==> config.mk <==
export PLATFORM = sky130hd
export DESIGN_NAME = ps2_key_decoder
export DESIGN_NICKNAME = d
export VERILOG_FILES = /design/src/rtl/ps2_key_decoder.sv
export SDC_FILE = /design/constraint.sdc
export NUM_CORES = 1
export LEC_CHECK = 0
export CORE_MARGIN = 3
export CORE_UTILIZATION = 50
export DETAILED_ROUTE_END_ITERATION = 6
export MAX_ROUTING_LAYER = met4
export PLACE_DENSITY = 0.69
export SLEW_MARGIN = 20
export SYNTH_ARGS = -nofsm -noshare
export SYNTH_HDL_FRONTEND = slang
export SYNTH_SLANG_ARGS = --single-unit
==> constraint.sdc <==
create_clock -name clk -period 3.2 [get_ports clk]
set_input_delay 0.64 -clock clk [delete_from_list [all_inputs] [get_ports clk]]
set_output_delay 0.64 -clock clk [all_outputs]
set_load 0.03 [all_outputs]
==> src/rtl/ps2_key_decoder.sv <==
// PS/2 set-2 scancode decoder: folds E0/F0 prefixes into {ext, brk, code} key events
// and queues them in a show-ahead FIFO drained through a valid/ready port.
module ps2_key_decoder #(
    parameter int unsigned FIFO_DEPTH = 8,
    parameter int unsigned TIMEOUT    = 50000,
    parameter int unsigned TO_W       = 16
) (
    input  logic                          clk,
    input  logic                          resetn,
    input  logic [7:0]                    rx_data,
    input  logic                          rx_valid,
    output logic [9:0]                    ev_data,
    output logic                          ev_valid,
    input  logic                          ev_ready,
    output logic [$clog2(FIFO_DEPTH):0]   fifo_count,
    output logic                          overflow,
    input  logic                          overflow_clr,
    output logic                          timeout_err
);

    localparam int unsigned AW = $clog2(FIFO_DEPTH);
    localparam int unsigned CW = AW + 1;
    localparam logic [7:0]  CODE_EXT = 8'hE0;
    localparam logic [7:0]  CODE_BRK = 8'hF0;

    typedef enum logic [1:0] {
        S_IDLE = 2'd0,
        S_E0   = 2'd1,
        S_F0   = 2'd2,
        S_E0F0 = 2'd3
    } state_t;

    state_t          state;
    state_t          state_next;
    logic [TO_W-1:0] to_cnt;
    logic            is_ext;
    logic            is_brk;
    logic            emit;
    logic            tmo_hit;
    logic [9:0]      emit_word;

    logic [9:0]      mem [FIFO_DEPTH];
    logic [AW-1:0]   wr_ptr;
    logic [AW-1:0]   rd_ptr;
    logic [CW-1:0]   count;
    logic [CW-1:0]   count_next;
    logic            full;
    logic            pop;
    logic            do_push;
    logic            drop;

    // Prefix decode: a non-prefix byte always emits, tagged by the prefixes seen so far.
    always_comb begin
        is_ext     = rx_data == CODE_EXT;
        is_brk     = rx_data == CODE_BRK;
        emit       = 1'b0;
        emit_word  = {(state == S_E0) || (state == S_E0F0),
                      (state == S_F0) || (state == S_E0F0),
                      rx_data};
        state_next = state;
        tmo_hit    = 1'b0;
        if (rx_valid) begin
            if (is_ext) begin
                unique case (state)
                    S_IDLE:  state_next = S_E0;
                    S_E0:    state_next = S_E0;
                    S_F0:    state_next = S_E0F0;
                    default: state_next = S_E0F0;
                endcase
            end else if (is_brk) begin
                unique case (state)
                    S_IDLE:  state_next = S_F0;
                    S_E0:    state_next = S_E0F0;
                    S_F0:    state_next = S_F0;
                    default: state_next = S_E0F0;
                endcase
            end else begin
                emit       = 1'b1;
                state_next = S_IDLE;
            end
        end else if ((state != S_IDLE) && (to_cnt == TO_W'(TIMEOUT))) begin
            tmo_hit    = 1'b1;
            state_next = S_IDLE;
        end
    end

    // Prefix FSM with its abort timer; an arriving byte always beats the timeout.
    always_ff @(posedge clk or negedge resetn) begin
        if (!resetn) begin
            state       <= S_IDLE;
            to_cnt      <= '0;
            timeout_err <= 1'b0;
        end else begin
            state       <= state_next;
            timeout_err <= tmo_hit;
            if (rx_valid || (state == S_IDLE) || tmo_hit) begin
                to_cnt <= '0;
            end else begin
                to_cnt <= to_cnt + TO_W'(1);
            end
        end
    end

    // FIFO control: a pop in the same cycle frees the slot a full-FIFO push needs.
    always_comb begin
        full       = count == CW'(FIFO_DEPTH);
        pop        = ev_valid && ev_ready;
        do_push    = emit && (!full || pop);
        drop       = emit && full && !pop;
        count_next = count;
        unique case ({do_push, pop})
            2'b10:   count_next = count + CW'(1);
            2'b01:   count_next = count - CW'(1);
            default: count_next = count;
        endcase
    end

    always_ff @(posedge clk or negedge resetn) begin
        if (!resetn) begin
            wr_ptr   <= '0;
            rd_ptr   <= '0;
            count    <= '0;
            ev_valid <= 1'b0;
            overflow <= 1'b0;
        end else begin
            count    <= count_next;
            ev_valid <= count_next != '0;
            if (do_push) begin
                wr_ptr <= wr_ptr + AW'(1);
            end
            if (pop) begin
                rd_ptr <= rd_ptr + AW'(1);
            end
            if (overflow_clr) begin
                overflow <= 1'b0;
            end else if (drop) begin
                overflow <= 1'b1;
            end
        end
    end

    // Storage has no reset; contents are only observable behind ev_valid.
    always_ff @(posedge clk) begin
        if (do_push) begin
            mem[wr_ptr] <= emit_word;
        end
    end

    assign ev_data    = mem[rd_ptr];
    assign fifo_count = count;

endmodule

==> reports/results.txt <==
Status - completed
Placed cell count - 433
Worst vdd ir - 0.000515 V
Post-detail-place hpwl - 5.31 mm
Crit start category - register
Drt pass-1 iters - 4
PortBufs - 29
Multi-input logic area - 0.00134 mm2
ANT cells - 0
Core Util, Final - 60.6%
Setup CP Type - reg -> out
Syn nets - 298
Tot Pwr - 4.31 mW
Logic pwr share - 37.5%
Slew @ Worst Pin - 1000 ps
Delay-heaviest family, CP - buffers and inverters
Cts bufs inserted - 9
Final hold slack - 495 ps
Syn Std Cell Area - 0.00458 mm2
Post-synth ARST share - 27.9%
Crit path time final - 3110 ps
Hold crit path type - reg -> reg
Cell chain of the critical path - buf_12 > mux4_2 > mux2_2 > clkdlybuf4s50_1
Synth warn - 0
Final Max Slew Viols - 0
H-tree depth - 3
Internal power - 2.86 mW
Distinct cells, synth - 32
Place WS - -41.4 ps
Wire per inst - 18.4 um
Final std cells w/o fill - 449
Number of max-cap violations - 0
Fill count - 681
Pwr per Cell Area - 807 mW/mm2
CP bufs+invs - 2
Critical Path Max Stage Delay - 590 ps
Avg Cell Area, Syn - 16.4 um2
Final net count - 354
Worst r2r path cells - 5
Final Hold Viols - 0
Leakage - 1.90 nW
Initial Util - 52.0%
Net switching power figure - 1.45 mW
Switching part of the total power - 33.6%
Die height - 102 um
Post-synth top area share - 52.4%
Die width - 102 um
Sinks on Clock Net - 111
Main flop type after synthesis - edfxtp_1
Vias in the first global route - 2583
CTS max path bufs - 2
PostCTS Resize Cnt - 0
Number of remaining DRC errors - 0
Via-to-Cell Ratio - 5.54
Clock Power Share - 17.4%
Final setup violation count - 0
CTS tree - yes
Post-DRT Antenna Nets - 0
Antenna violations before repair - 0
Sequential Area - 0.00318 mm2
Critical Path End Type - output port
Setup TNS - 0 ps
Clock transition at path regs - 100 ps
Commonest cells in the synthesized netlist - 80 x edfxtp_1, 32 x nor2_1, 31 x dfrtp_1, 20 x mux4_2, 18 x nand2_1
Most frequent cell after synthesis - edfxtp_1
Final Skew - 12.4 ps
Num rows - 34
Fin area - 0.00534 mm2
Worst Hold Path Cells - 1
Core area - 0.00881 mm2
Clock Tree Root - clkbuf_8
Post-Place Cell Area - 0.00517 mm2
Global-route wire length before repair - 13.4 mm
GRT overflow - 0
EDFF count, synth - 80
Area Growth Syn to Fin - 16.5%
Fmax - 0.322 GHz
Total global-route track usage - 18.1%
Yosys reg bits - 111
Levels on crit path - 4
Final setup margin - 90.5 ps
CP max stage cell - clkdlybuf4s50_1
CTS hold repair buffers - 0
# Post-CTS Setup Buffers - 0
1st-iter DRT viols - 111
Num ports - 30
Pin count of the biggest net entering global routing - 32
Seq pwr share - 45.1%
Leading area contributor after synthesis - edfxtp_1
Main area contributors after synthesis - edfxtp_1 52%, dfrtp_1 17%, mux4_2 9.8%
Final GP Congestion - 0.787
Period utilisation layout - 97.2%
CP Data Required Time - 2560 ps
Slew headroom - 33.1%
Vias - 2486
Detailed Route WL - 8.26 mm
RSZ-0062 raised after global routing - no
Die area - 0.0103 mm2
Mapped Cells - 280
Layout cell share with drive strength beyond 1 - 22.6%
Later-pin clock latency in the skew report - 360 ps
Seq/Total Area, Yosys - 69.4%
Worst path arrival time - 2470 ps
Crit-path max FO - 20
power groups by stage:
| stage | registers (mW) | logic [mW] | clock network [mW] |
|---|---|---|---|
| after floorplan | 1.97 | 1.03 | 0 |
| after global placement | 1.97 | 1.62 | 0 |
| after detailed placement | 1.98 | 1.64 | 0 |
| after CTS | 1.95 | 1.65 | 0.769 |
| after global routing | 1.97 | 1.75 | 0.814 |
| final | 1.94 | 1.62 | 0.750 |
per-layer routing:
layer  vias to the layer above  GRT usage, %  wire length [um]
met2                        52          27.4              4050
met1                      1268          25.2              3860
li1                       1156             -                 -
met4                         0          6.75               108
met5                         -             -                 0
met3                        10          2.75               243
final timing paths:
check | start | endpoint | slack, ps
min in group asynchronous | resetn | rd_ptr[1] | 660
worst min register to register | to_cnt[0] | to_cnt[0] | 490
max in group asynchronous | resetn | state[0] | 2240
worst max register to register | fifo_count[0] | mem[6][0] | 930
worst min-delay path | to_cnt[0] | to_cnt[0] | 490
worst max-delay path | rd_ptr[0] | ev_data[3] | 90
flip-flops by register name, indices dropped and copies added, names as in the netlist:
signal / flops
timeout_err: 1
wr_ptr: 3
to_cnt: 16
overflow: 1
state: 2
rd_ptr: 3
mem: 80
ev_valid: 1
fifo_count: 4
cell usage in the layout (no fill, tap or decap), types with 3 or more instances in the layout:
cell type	instances
a21oi_1	4
and4_1	3
buf_4	25
clkbuf_8	9
clkdlybuf4s50_1	28
clkinv_2	3
dfrtp_1	31
edfxtp_1	80
ha_1	5
inv_1	7
mux2_2	11
mux2i_1	3
mux4_2	20
nand2_1	18
nand3_1	4
nand4_1	5
nor2_1	32
nor3_1	7
xnor2_1	14
xor2_1	9
logic make-up after synthesis:
logic type | count (synthesis) | synth area share (%)
AO/OA/AOI/OAI | 9 | 1.78
XOR/XNOR | 23 | 4.40
buffers and inverters | 16 | 1.37
flip-flops | 111 | 69.4
AND/OR/NAND/NOR | 82 | 8.55
multiplexers | 34 | 13.2
adder cells (fa/ha/maj) | 5 | 1.37
cell type report:
type | instances | area share (%)
multi-input cells | 153 | 25.1
clock buffers | 9 | 2.32
clock inverters | 7 | 0.890
repair buffers | 54 | 9.14
flip-flops and latches | 111 | 59.5
well taps | 108 | 2.53
inverters | 7 | 0.492
Note: power is estimated with default switching activity, not from simulation.
